$ cat config.mk
export PLATFORM = sky130hd
export DESIGN_NAME = host_frame_loader
export DESIGN_NICKNAME = d
export VERILOG_FILES = /design/src/rtl/host_frame_loader.sv
export SDC_FILE = /design/constraint.sdc
export NUM_CORES = 1
export LEC_CHECK = 0
export ABC_AREA = 1
export CORE_MARGIN = 2
export CORE_UTILIZATION = 40
export DETAILED_ROUTE_END_ITERATION = 16
export GPL_ROUTABILITY_DRIVEN = 0
export HOLD_SLACK_MARGIN = 0.06
export PLACE_DENSITY = 0.7
export RECOVER_POWER = 100
export SKIP_LAST_GASP = 1
export SLEW_MARGIN = 20
export SYNTH_ARGS = -nofsm -noshare
export SYNTH_HDL_FRONTEND = slang
export SYNTH_SLANG_ARGS = --single-unit
$ cat constraint.sdc
create_clock -name clk -period 5.93 [get_ports clk]
set_clock_uncertainty 0.1 [all_clocks]
set_input_delay 1.186 -clock clk [delete_from_list [all_inputs] [get_ports clk]]
set_output_delay 1.186 -clock clk [all_outputs]
set_load 0.03 [all_outputs]
$ cat src/rtl/host_frame_loader.sv
// host_frame_loader
//   Parses host command frames arriving byte-by-byte from the UART receiver
//   and turns them into Unified Buffer writes, instruction-memory writes or
//   an execution-start pulse. The error code is sticky: each error overwrites
//   it, and each successful frame clears it.
//
//   Frame formats:
//     0x01 addr count payload[count*32]   WRITE_UB    (256-bit words)
//     0x02 addr count payload[count*4]    WRITE_INSTR (32-bit words, addr < 32)
//     0x03                                START
//   Payload bytes are little-endian within a word.
//
//   Optional feature: define HOST_FRAME_LOADER_CHECKSUM_EN to require a
//   trailing XOR checksum byte on every frame. START fires only after a
//   correct checksum.
//
// Ports:
//   clk, rst                    clock and synchronous active-high reset
//   rx_data/rx_valid/rx_ready   byte input; rx_ready = ~exec_busy
//   exec_busy                   pauses intake and the inter-byte timeout
//   ub_wr_en/addr/data          one-cycle UB write strobe, 8-bit addr, 256-bit data
//   instr_wr_en/addr/data       one-cycle instruction write, 5-bit addr, 32-bit data
//   start_execution             one-cycle start pulse
//   busy                        frame in progress
//   err_pulse/err_code          one-cycle error pulse, sticky last error code
module host_frame_loader #(
  parameter int unsigned TIMEOUT_CYCLES = 1000000
) (
  input  logic         clk,
  input  logic         rst,
  input  logic [7:0]   rx_data,
  input  logic         rx_valid,
  output logic         rx_ready,
  input  logic         exec_busy,
  output logic         ub_wr_en,
  output logic [7:0]   ub_wr_addr,
  output logic [255:0] ub_wr_data,
  output logic         instr_wr_en,
  output logic [4:0]   instr_wr_addr,
  output logic [31:0]  instr_wr_data,
  output logic         start_execution,
  output logic         busy,
  output logic         err_pulse,
  output logic [2:0]   err_code
);

  typedef enum logic [2:0] {
    S_IDLE,
    S_ADDR,
    S_COUNT,
    S_PAYLOAD
`ifdef HOST_FRAME_LOADER_CHECKSUM_EN
    , S_CSUM
`endif
  } state_t;

  localparam logic [2:0] ERR_NONE     = 3'd0;
  localparam logic [2:0] ERR_OPCODE   = 3'd1;
  localparam logic [2:0] ERR_ZERO_CNT = 3'd2;
  localparam logic [2:0] ERR_IADDR    = 3'd3;
  localparam logic [2:0] ERR_TIMEOUT  = 3'd4;
`ifdef HOST_FRAME_LOADER_CHECKSUM_EN
  localparam logic [2:0] ERR_CSUM     = 3'd5;
`endif

  state_t         state;
  logic           is_ub;
  logic [7:0]     addr;
  logic [7:0]     count;
  logic [4:0]     byte_idx;
  logic [255:0]   pack;
  logic [31:0]    idle_cnt;
`ifdef HOST_FRAME_LOADER_CHECKSUM_EN
  logic [7:0]     csum;
  logic           pending_start;
`endif

  logic           accept;
  logic           word_done;
  logic           timeout_hit;
  logic [255:0]   packed_word;

  assign rx_ready = ~exec_busy;
  assign accept   = rx_valid & ~exec_busy;
  assign busy     = (state != S_IDLE);

  assign word_done   = is_ub ? (byte_idx == 5'd31) : (byte_idx == 5'd3);
  // Fires on the TIMEOUT_CYCLES-th consecutive idle cycle inside a frame.
  assign timeout_hit = (state != S_IDLE) && !rx_valid && !exec_busy &&
                       (idle_cnt == 32'(TIMEOUT_CYCLES - 1));

  always_comb begin
    packed_word = pack;
    packed_word[{byte_idx, 3'b000} +: 8] = rx_data;
  end

  always_ff @(posedge clk) begin
    if (rst) begin
      state           <= S_IDLE;
      is_ub           <= 1'b0;
      addr            <= '0;
      count           <= '0;
      byte_idx        <= '0;
      pack            <= '0;
      idle_cnt        <= '0;
      ub_wr_en        <= 1'b0;
      ub_wr_addr      <= '0;
      ub_wr_data      <= '0;
      instr_wr_en     <= 1'b0;
      instr_wr_addr   <= '0;
      instr_wr_data   <= '0;
      start_execution <= 1'b0;
      err_pulse       <= 1'b0;
      err_code        <= ERR_NONE;
`ifdef HOST_FRAME_LOADER_CHECKSUM_EN
      csum            <= '0;
      pending_start   <= 1'b0;
`endif
    end else begin
      ub_wr_en        <= 1'b0;
      instr_wr_en     <= 1'b0;
      start_execution <= 1'b0;
      err_pulse       <= 1'b0;

      if (state == S_IDLE || accept) begin
        idle_cnt <= '0;
      end else if (!exec_busy) begin
        idle_cnt <= idle_cnt + 32'd1;
      end

      if (timeout_hit) begin
        state     <= S_IDLE;
        pack      <= '0;
        err_pulse <= 1'b1;
        err_code  <= ERR_TIMEOUT;
      end else if (accept) begin
`ifdef HOST_FRAME_LOADER_CHECKSUM_EN
        csum <= (state == S_IDLE) ? rx_data : (csum ^ rx_data);
`endif
        case (state)
          S_IDLE: begin
            case (rx_data)
              8'h01, 8'h02: begin
                is_ub <= (rx_data == 8'h01);
                state <= S_ADDR;
              end
              8'h03: begin
`ifdef HOST_FRAME_LOADER_CHECKSUM_EN
                pending_start <= 1'b1;
                state         <= S_CSUM;
`else
                start_execution <= 1'b1;
                err_code        <= ERR_NONE;
`endif
              end
              default: begin
                err_pulse <= 1'b1;
                err_code  <= ERR_OPCODE;
              end
            endcase
          end
          S_ADDR: begin
            addr <= rx_data;
            if (!is_ub && rx_data[7:5] != 3'b000) begin
              err_pulse <= 1'b1;
              err_code  <= ERR_IADDR;
              state     <= S_IDLE;
            end else begin
              state <= S_COUNT;
            end
          end
          S_COUNT: begin
            if (rx_data == 8'd0) begin
              err_pulse <= 1'b1;
              err_code  <= ERR_ZERO_CNT;
              state     <= S_IDLE;
            end else begin
              count    <= rx_data;
              byte_idx <= '0;
              pack     <= '0;
              state    <= S_PAYLOAD;
            end
          end
          S_PAYLOAD: begin
            if (word_done) begin
              if (is_ub) begin
                ub_wr_en   <= 1'b1;
                ub_wr_addr <= addr;
                ub_wr_data <= packed_word;
                addr       <= addr + 8'd1;
              end else begin
                instr_wr_en   <= 1'b1;
                instr_wr_addr <= addr[4:0];
                instr_wr_data <= packed_word[31:0];
                addr          <= {3'b000, addr[4:0] + 5'd1};
              end
              pack     <= '0;
              byte_idx <= '0;
              count    <= count - 8'd1;
              if (count == 8'd1) begin
`ifdef HOST_FRAME_LOADER_CHECKSUM_EN
                pending_start <= 1'b0;
                state         <= S_CSUM;
`else
                err_code <= ERR_NONE;
                state    <= S_IDLE;
`endif
              end
            end else begin
              pack     <= packed_word;
              byte_idx <= byte_idx + 5'd1;
            end
          end
`ifdef HOST_FRAME_LOADER_CHECKSUM_EN
          S_CSUM: begin
            state <= S_IDLE;
            if (rx_data == csum) begin
              err_code        <= ERR_NONE;
              start_execution <= pending_start;
            end else begin
              err_pulse <= 1'b1;
              err_code  <= ERR_CSUM;
            end
          end
`endif
          default: state <= S_IDLE;
        endcase
      end
    end
  end

endmodule

* After elaboration in Yosys (flattened, before gate mapping)
Cells that the tools add are included.
** Operators by class
- Add/sub/neg operators :: 6
- Eq/ne operators :: 22
- Shift operators :: 2
- Mux-type cells :: 35
- Bitwise operators :: 8
- Reduce and logical (&&, ||, !) cells :: 33
** Operator list (number)
- $mux 256 :: 2
- $pmux 256 s2 :: 1
- $bwmux 256 :: 1
- $shift 8x10->256 const A :: 1
- $shiftx 8x10->256 :: 1
- $add 32x1->32 const B :: 1
- $eq 32x20->1 const B :: 1
- $mux 8 :: 4
- $pmux 8 s2 :: 2
- $pmux 3 s4 :: 2
- $mux 3 :: 7
- $eq 8x1->1 const B :: 2
- $eq 8x2->1 const B :: 2
- $reduce_and 4->1 :: 4
- $ne 3x3->1 const B :: 5
- $reduce_and 5->1 :: 3
- $reduce_and 7->1 :: 2
- $ne 2x2->1 const B :: 6
- $add 5x1->5 const B :: 2
- $mux 5 :: 2
- $neg 8->10 :: 1
- $pmux 5 s2 :: 1
- $mux 1 :: 9
- $add 8x1->8 const B :: 1
- other kinds (25) :: 43
** Storage, ports and cells
- Register bits after elaboration :: 621
- Bits of input ports :: 12
- Logic and storage cells :: 123

* Depth between registers and ports, before layout
Gate-level depths: netlist of run 1.
- Depth after elaboration :: 6
- Depth in mapped cells :: 17
- Gate-level depth less buffers :: 14

* Worst setup path before layout of run 1
Ideal clock, no wire load.
- Path kind :: input port to output port
- From :: input exec_busy
- To :: output rx_ready
- Arrival :: 1.690 ns
- Path slack :: 2.954 ns
- Stages on the path :: 2
- Buffers on the path :: 1
- Cell sequence :: buf_2 > clkinv_1
** On the way
- Cells in the longest elaborated chain, start to end :: 1
** Ends and longest elaborated chain
- start: declaration :: line 34 : input logic exec_busy,
- $not 1->1 :: line 83 : assign rx_ready = ~exec_busy;
- end: declaration :: line 33 : output logic rx_ready,
No other way between the ends.

* Worst setup path in the final report of run 1
- From :: input exec_busy
- To :: register pack[43]
** On the way
- Cells in the longest elaborated chain, start to end :: 4
** Ends and longest elaborated chain
- $logic_not 1->1
- $logic_and 1x1->1 (2 in series) :: line 89 : assign timeout_hit = (state != S_IDLE) && !rx_valid && !exec_busy &&
- $reduce_or 2->1 (no line)
- end signal: assignment :: line 210 : pack <= packed_word;
- end: declaration :: line 71 : logic [255:0] pack;
Several ways; a longest one is shown, not always the timed one.
A chain may end at the register's enable or synchronous reset.

==> reports/metrics.csv, run 1 <==
metric,value,unit
CORE AREA,0.0719,sq mm
Initial DRC Count,2862,
largest family of logic cells by synthesized area,simple AND/OR/NAND/NOR gates,
Net Sw Power,1890,uW
Synth async-reset ratio,0,
CP endpoint kind,register,
Power per Cell Area,250,mW/mm^2
post-CTS sizing,0,
internal power,6840,uW
Lkg Pwr,0.0150,uW
Hold WC Path Type,register to register,
initial core utilization,0.406,
"Hold Vio Cnt, Final",0,
part of the power in registers,0.477,
clock latency on the worst-skew pair,610,ps
Worst Tran Pin Value,2460,ps
Syn Area/Cell,6.56,sq um
dominant cell type by area after synthesis,dfxtp_1,
root buffer cell,clkbuf_16,
drt total wl,94100,um
DP HPWL,61800,um
detailed-route vias per instance,5.18,
nets,4623,
DR vias,29000,
Setup-failing EPs final,0,
hold_buf cts,0,
"Primary FF master, synth",dfxtp_1,
placed insts,5476,
number of buffers created by CTS,69,
Max VDD drop,0.209,mV
slew margin rel.,-0.643,
Buffers on Ports,321,
CP required,6350,ps
Crit Path Category,primary input to register,
layout overhead on the synthesized area,20.1,%
sequential area share after synthesis,0.426,
crit path max fanout,39,
Chip Height,274,um
"Top cell by count, worst path",nor2_1,
final worst slack,910,ps
CTS tree,yes,
DRC viols,0,
Synth Area in Compound Gates,0.129,
combinational power share,0.016,
Sw Ratio,0.217,
Final Cycle Share,0.846,
leading post-synthesis cells by cell area,"dfxtp_1 (43%), nand2_1 (14%), nor2_1 (9.6%), o21ai_0 (7.1%), nand3_1 (6.5%)",
post-synthesis mux area share,0,
mean routed wirelength per cell,16.8,um
Die W,274,um
fraction of the mapped netlist area in simple logic gates,0.347,
post-synthesis cell type count,38,
number of core rows,98,
yosys warns,0,
CP arrival,5440,ps
dpl ws,1540,ps
XOR/XNOR Fraction of Synth Area,0.00511,
failing checks,"capacitance limit, slew limit",
max-slew violations,157,
Hold Slack,361,ps
initial antenna violation count,1,
GR Overflow Total,0,
Overall Power,8740,uW
Max Clock Freq,0.199,GHz
n_diodes,0,
slowest cell on the critical path,nor2_1,
Post-synth EDFFs,0,
unrepaired setup endpoints after global routing,no,
Non-Filler Instances,5597,
layout cells sized above 1,0.0372,
Fin Setup TNS,0,ps
Max Cap Violations,3,
worst path cell trace,"dlygate4sd3_1, nor2_1, nand2_1, nor2_1, buf_4, nand3_1, a21oi_1",
CP peak stage delay,1820,ps
cell count after synthesis,4443,
Clock Tree Buf Depth,3,
startpoint type of the worst setup path,primary input,
GRT Overall Usage,0.243,
DIE AREA,0.0750,sq mm
largest net degree at the start of global routing,223,
min Tclk post-route,5020,ps
# IOs,322,
Synth Area in Adders,0.00601,
H-tree Lvls,3,
Synth top area share,0.426,
share of total power in the clock network,0.507,
vias in the first global route,25900,
Mapped Nets,4469,
first-pass GRT wire length,146000,um
clk sinks,620,
first drt pass iteration count,5,
post-synthesis instance area,0.0291,sq mm
ANT nets after route,0,
"flops & latches, synth",620,
status,"finished, violations left",
clk slew on worst S/H paths,60,ps
buffer count from post-CTS setup fixing,0,
-- power groups by stage --
stage	registers (uW)	logic [uW]	clock network, uW
finish	4170	142	4430
global route	4160	153	4670
CTS	4170	144	4490
detailed placement	4260	143	0
global placement	4260	144	0
floorplan	4260	85.2	0
-- flip-flops by register name (all words and copies together), names as in the netlist, 3 cells and up --
name,flops
addr,8
byte_idx,5
count,8
err_code,3
idle_cnt,32
instr_wr_addr,5
instr_wr_data,32
pack,256
ub_wr_addr,8
ub_wr_data,256
-- layer usage --
metal	wire (um)	GRT usage	vias up	part of all wire
met4	3420	0.0965	0	0.036
li1	-	-	14500	-
met2	44300	0.402	968	0.47
met1	39800	0.319	13400	0.42
met5	0	0	-	0
met3	6610	0.0359	192	0.070
-- stage by stage --
| step | utilization | instance area, sq um |
|---|---|---|
| after floorplan | - | 29100 |
| after global placement | 0.455 | 32700 |
| after detailed placement | 0.455 | 32700 |
| after CTS | 0.488 | 35000 |
| after global routing | 0.487 | 35000 |
| final | 0.487 | 35000 |
-- critical path: cells and delay by family --
family	cells	cell delay, ps
AO/OA/AOI/OAI	1	140
AND/OR/NAND/NOR	4	2760
buffers and inverters	2	1310
-- cell families (layout without fill, tap and decap cells) --
logic type / after synthesis / count (layout)
AO/OA/AOI/OAI: 746 / 746
AND/OR/NAND/NOR: 2429 / 2429
XOR/XNOR: 17 / 17
buffers and inverters: 617 / 821
adder cells (fa/ha/maj): 14 / 14
flip-flops: 620 / 620
-- cell usage after synthesis, types with 14 or more instances --
cell type	count
nand3_1	377
nor2_1	744
nor3_1	17
and2_1	77
nand4_1	44
nand2_1	1111
o21ai_1	20
inv_1	343
dfxtp_1	620
o21ai_0	413
ha_1	14
a21oi_1	306
clkbuf_1	104
buf_2	151
and2_0	21
-- layout by cell type, fill, tap and decap left out, types with 5 or more instances in the layout --
cell,n
nand2_1,1111
nor2_1,746
dfxtp_1,619
o21ai_0,413
nand3_1,375
inv_1,343
dlygate4sd3_1,312
a21oi_1,306
clkbuf_16,70
and2_1,55
nand4_1,44
and2_0,43
o21ai_1,20
nor3_1,18
clkbuf_8,17
buf_4,16
clkbuf_1,15
ha_1,14
xor2_1,13
nor2_4,9
nor2_2,9
buf_12,9
clkinv_2,8
clkdlybuf4s50_1,8
bufinv_16,6
inv_6,5
-- path summary, 6_finish.rpt --
| check | start | endpoint | slack, ps | cells past startpoint |
|---|---|---|---|---|
| setup / recovery | exec_busy | pack[43] | 910 | 7 |
| hold / removal | pack[216] | pack[216] | 360 | 2 |
| setup reg to reg | byte_idx[0] | pack[43] | 970 | 13 |
| hold reg to reg | pack[216] | pack[216] | 360 | 2 |
-- layout make-up --
type                            instances  area [sq um]
Fill cell                            7259         36900
Multi-Input combinational cell       3206         14200
Sequential cell                       620         12400
Timing Repair Buffer                  351          3530
Clock buffer                          100          2030
Inverter                              349          1320
Tap cell                              950          1190
Clock inverter                         21           288
Note: power is estimated with default switching activity, not from simulation.
==> run 2, diff against run 1 <==
==> constraint.sdc (replaced) <==
create_clock -name clk -period 4.9 [get_ports clk]
set_clock_uncertainty 0.1 [all_clocks]
set_input_delay 0.98 -clock clk [delete_from_list [all_inputs] [get_ports clk]]
set_output_delay 0.98 -clock clk [all_outputs]
set_load 0.03 [all_outputs]
==> run 2 against run 1 <==
Effect of this change: the run still ends with capacitance limit, slew limit left; clock power up 27%; core utilization is 0.42 points higher; critical path depth unchanged; final cell count grew 0.55%; total power grew 24%; sequential share of layout area is 0.30 points lower; hold slack improved by 1.0 ps; combinational power increased by 28%; critical endpoint is now pack[166]; highest routed layer unchanged.
==> reports/metrics.csv, run 2 (synthesized netlist as in run 1, its figures left out) <==
metric,value,unit
status,"finished, violations left",
failing checks,"capacitance limit, slew limit",
clk sinks,620,
Fin Setup TNS,0,ps
min Tclk post-route,4170,ps
Hold Slack,363,ps
GR Overflow Total,0,
max-slew violations,77,
number of buffers created by CTS,71,
GR Layer Usage met2,0.416,
Storage cell area,0.0124,sq mm
startpoint type of the worst setup path,primary input,
unrepaired setup endpoints after global routing,no,
final worst slack,734,ps
M1 GR Usage,0.319,
Max Cap Violations,2,
Die W,274,um
worst path cell trace,"dlygate4sd3_1, nor2_1, clkbuf_1, nand3_1, buf_4, nand2_1, a21oi_1",
largest net degree at the start of global routing,173,
Power per Cell Area,308,mW/mm^2
buffer count from post-CTS setup fixing,0,
crit path max fanout,42,
Initial DRC Count,2984,
CTS tree,yes,
DP HPWL,63900,um
nets,4645,
first drt pass iteration count,6,
CORE AREA,0.0719,sq mm
root buffer cell,clkbuf_16,
busiest grt layer,met2,
Hold WC Path Type,register to register,
WP buf/inv,3,
"most common cell after layout, fill and taps aside",nand2_1,
layout overhead on the synthesized area,21.1,%
clk slew on worst S/H paths,60,ps
dpl ws,1150,ps
DIE AREA,0.0750,sq mm
initial antenna violation count,0,
Setup-failing EPs final,0,
Multi-input gate area,0.0142,sq mm
drt total wl,96700,um
Max Clock Freq,0.240,GHz
mean routed wirelength per cell,17.2,um
Clock Tree Buf Depth,3,
CP endpoint kind,register,
Worst Tran Pin Value,1930,ps
most frequent cells in the layout,"nand2_1 (1112), nor2_1 (748), dfxtp_1 (619)",
H-tree Lvls,3,
Overall Power,10900,uW
CP peak stage delay,1240,ps
initial core utilization,0.406,
detailed-route vias per instance,5.18,
first-pass GRT wire length,148000,um
vias in the first global route,26300,
"Hold Vio Cnt, Final",0,
DRC viols,0,
Lkg Pwr,0.0152,uW
slowest cell on the critical path,nand3_1,
Chip Height,274,um
layout cells sized above 1,0.0413,
DR vias,29200,
biggest regs,"pack (256), ub_wr_data (256)",
hold_buf cts,0,
fill cell count,7221,
cell family with most CP delay,buffers and inverters,
Buffers on Ports,321,
Max VDD drop,0.246,mV
slew margin rel.,-0.289,
Crit Path Category,primary input to register,
number of core rows,98,
CP required,5210,ps
GRT Overall Usage,0.249,
# IOs,322,
met3 Track Usage GR,0.0399,
ANT nets after route,0,
CP arrival,4470,ps
clock latency on the worst-skew pair,640,ps
Final Cycle Share,0.850,
post-CTS sizing,0,
run 2: worst register-to-register path: cells and delay by family, from the launching register on:
| family | cells | cell delay (ps) |
|---|---|---|
| AND/OR/NAND/NOR | 7 | 2360 |
| adder cells (fa/ha/maj) | 1 | 680 |
| AO/OA/AOI/OAI | 1 | 250 |
| flip-flops | 1 | 410 |
| buffers and inverters | 2 | 230 |
run 2: report_power, final:
part	total (uW)	switching, uW	leakage, uW	internal [uW]
clock	5640	2260	0.00121	3370
sequential	5040	0.847	0.00499	5040
combinational	182	144	0.00899	38.1
total	10900	2410	0.0152	8450
run 2: cell type report:
cell class                 count  area share
antenna                        1   0.0000709
clock buffer                 104      0.0596
clock inverter                27      0.0106
inverter                     349      0.0373
multi-input combinational   3206       0.403
sequential                   620       0.352
tap                          950      0.0337
timing repair buffer         371       0.105
run 2: through the flow:
stage                     cell area (sq um)   util  cells
after global routing                  35300  0.491   5627
after floorplan                       29100      -   4443
after CTS                             35400  0.493   5627
after detailed placement              32900  0.458   5496
after global placement                32900  0.458   5496
final                                 35300  0.491   5628
run 2: path summary, 6_finish.rpt:
check,slack [ps],from,end,depth (start not counted)
setup reg to reg,800,byte_idx[1],ub_wr_data[100],11
setup / recovery,730,exec_busy,pack[166],7
hold reg to reg,360,pack[216],pack[216],2
hold / removal,360,pack[216],pack[216],2
run 2: routing by layer:
| layer | part of all wire | routed length [um] | vias up |
|---|---|---|---|
| met5 | 0 | 0 | - |
| met4 | 0.038 | 3640 | 0 |
| met3 | 0.071 | 6830 | 206 |
| met2 | 0.47 | 45900 | 996 |
| met1 | 0.42 | 40400 | 13500 |
| li1 | - | - | 14500 |
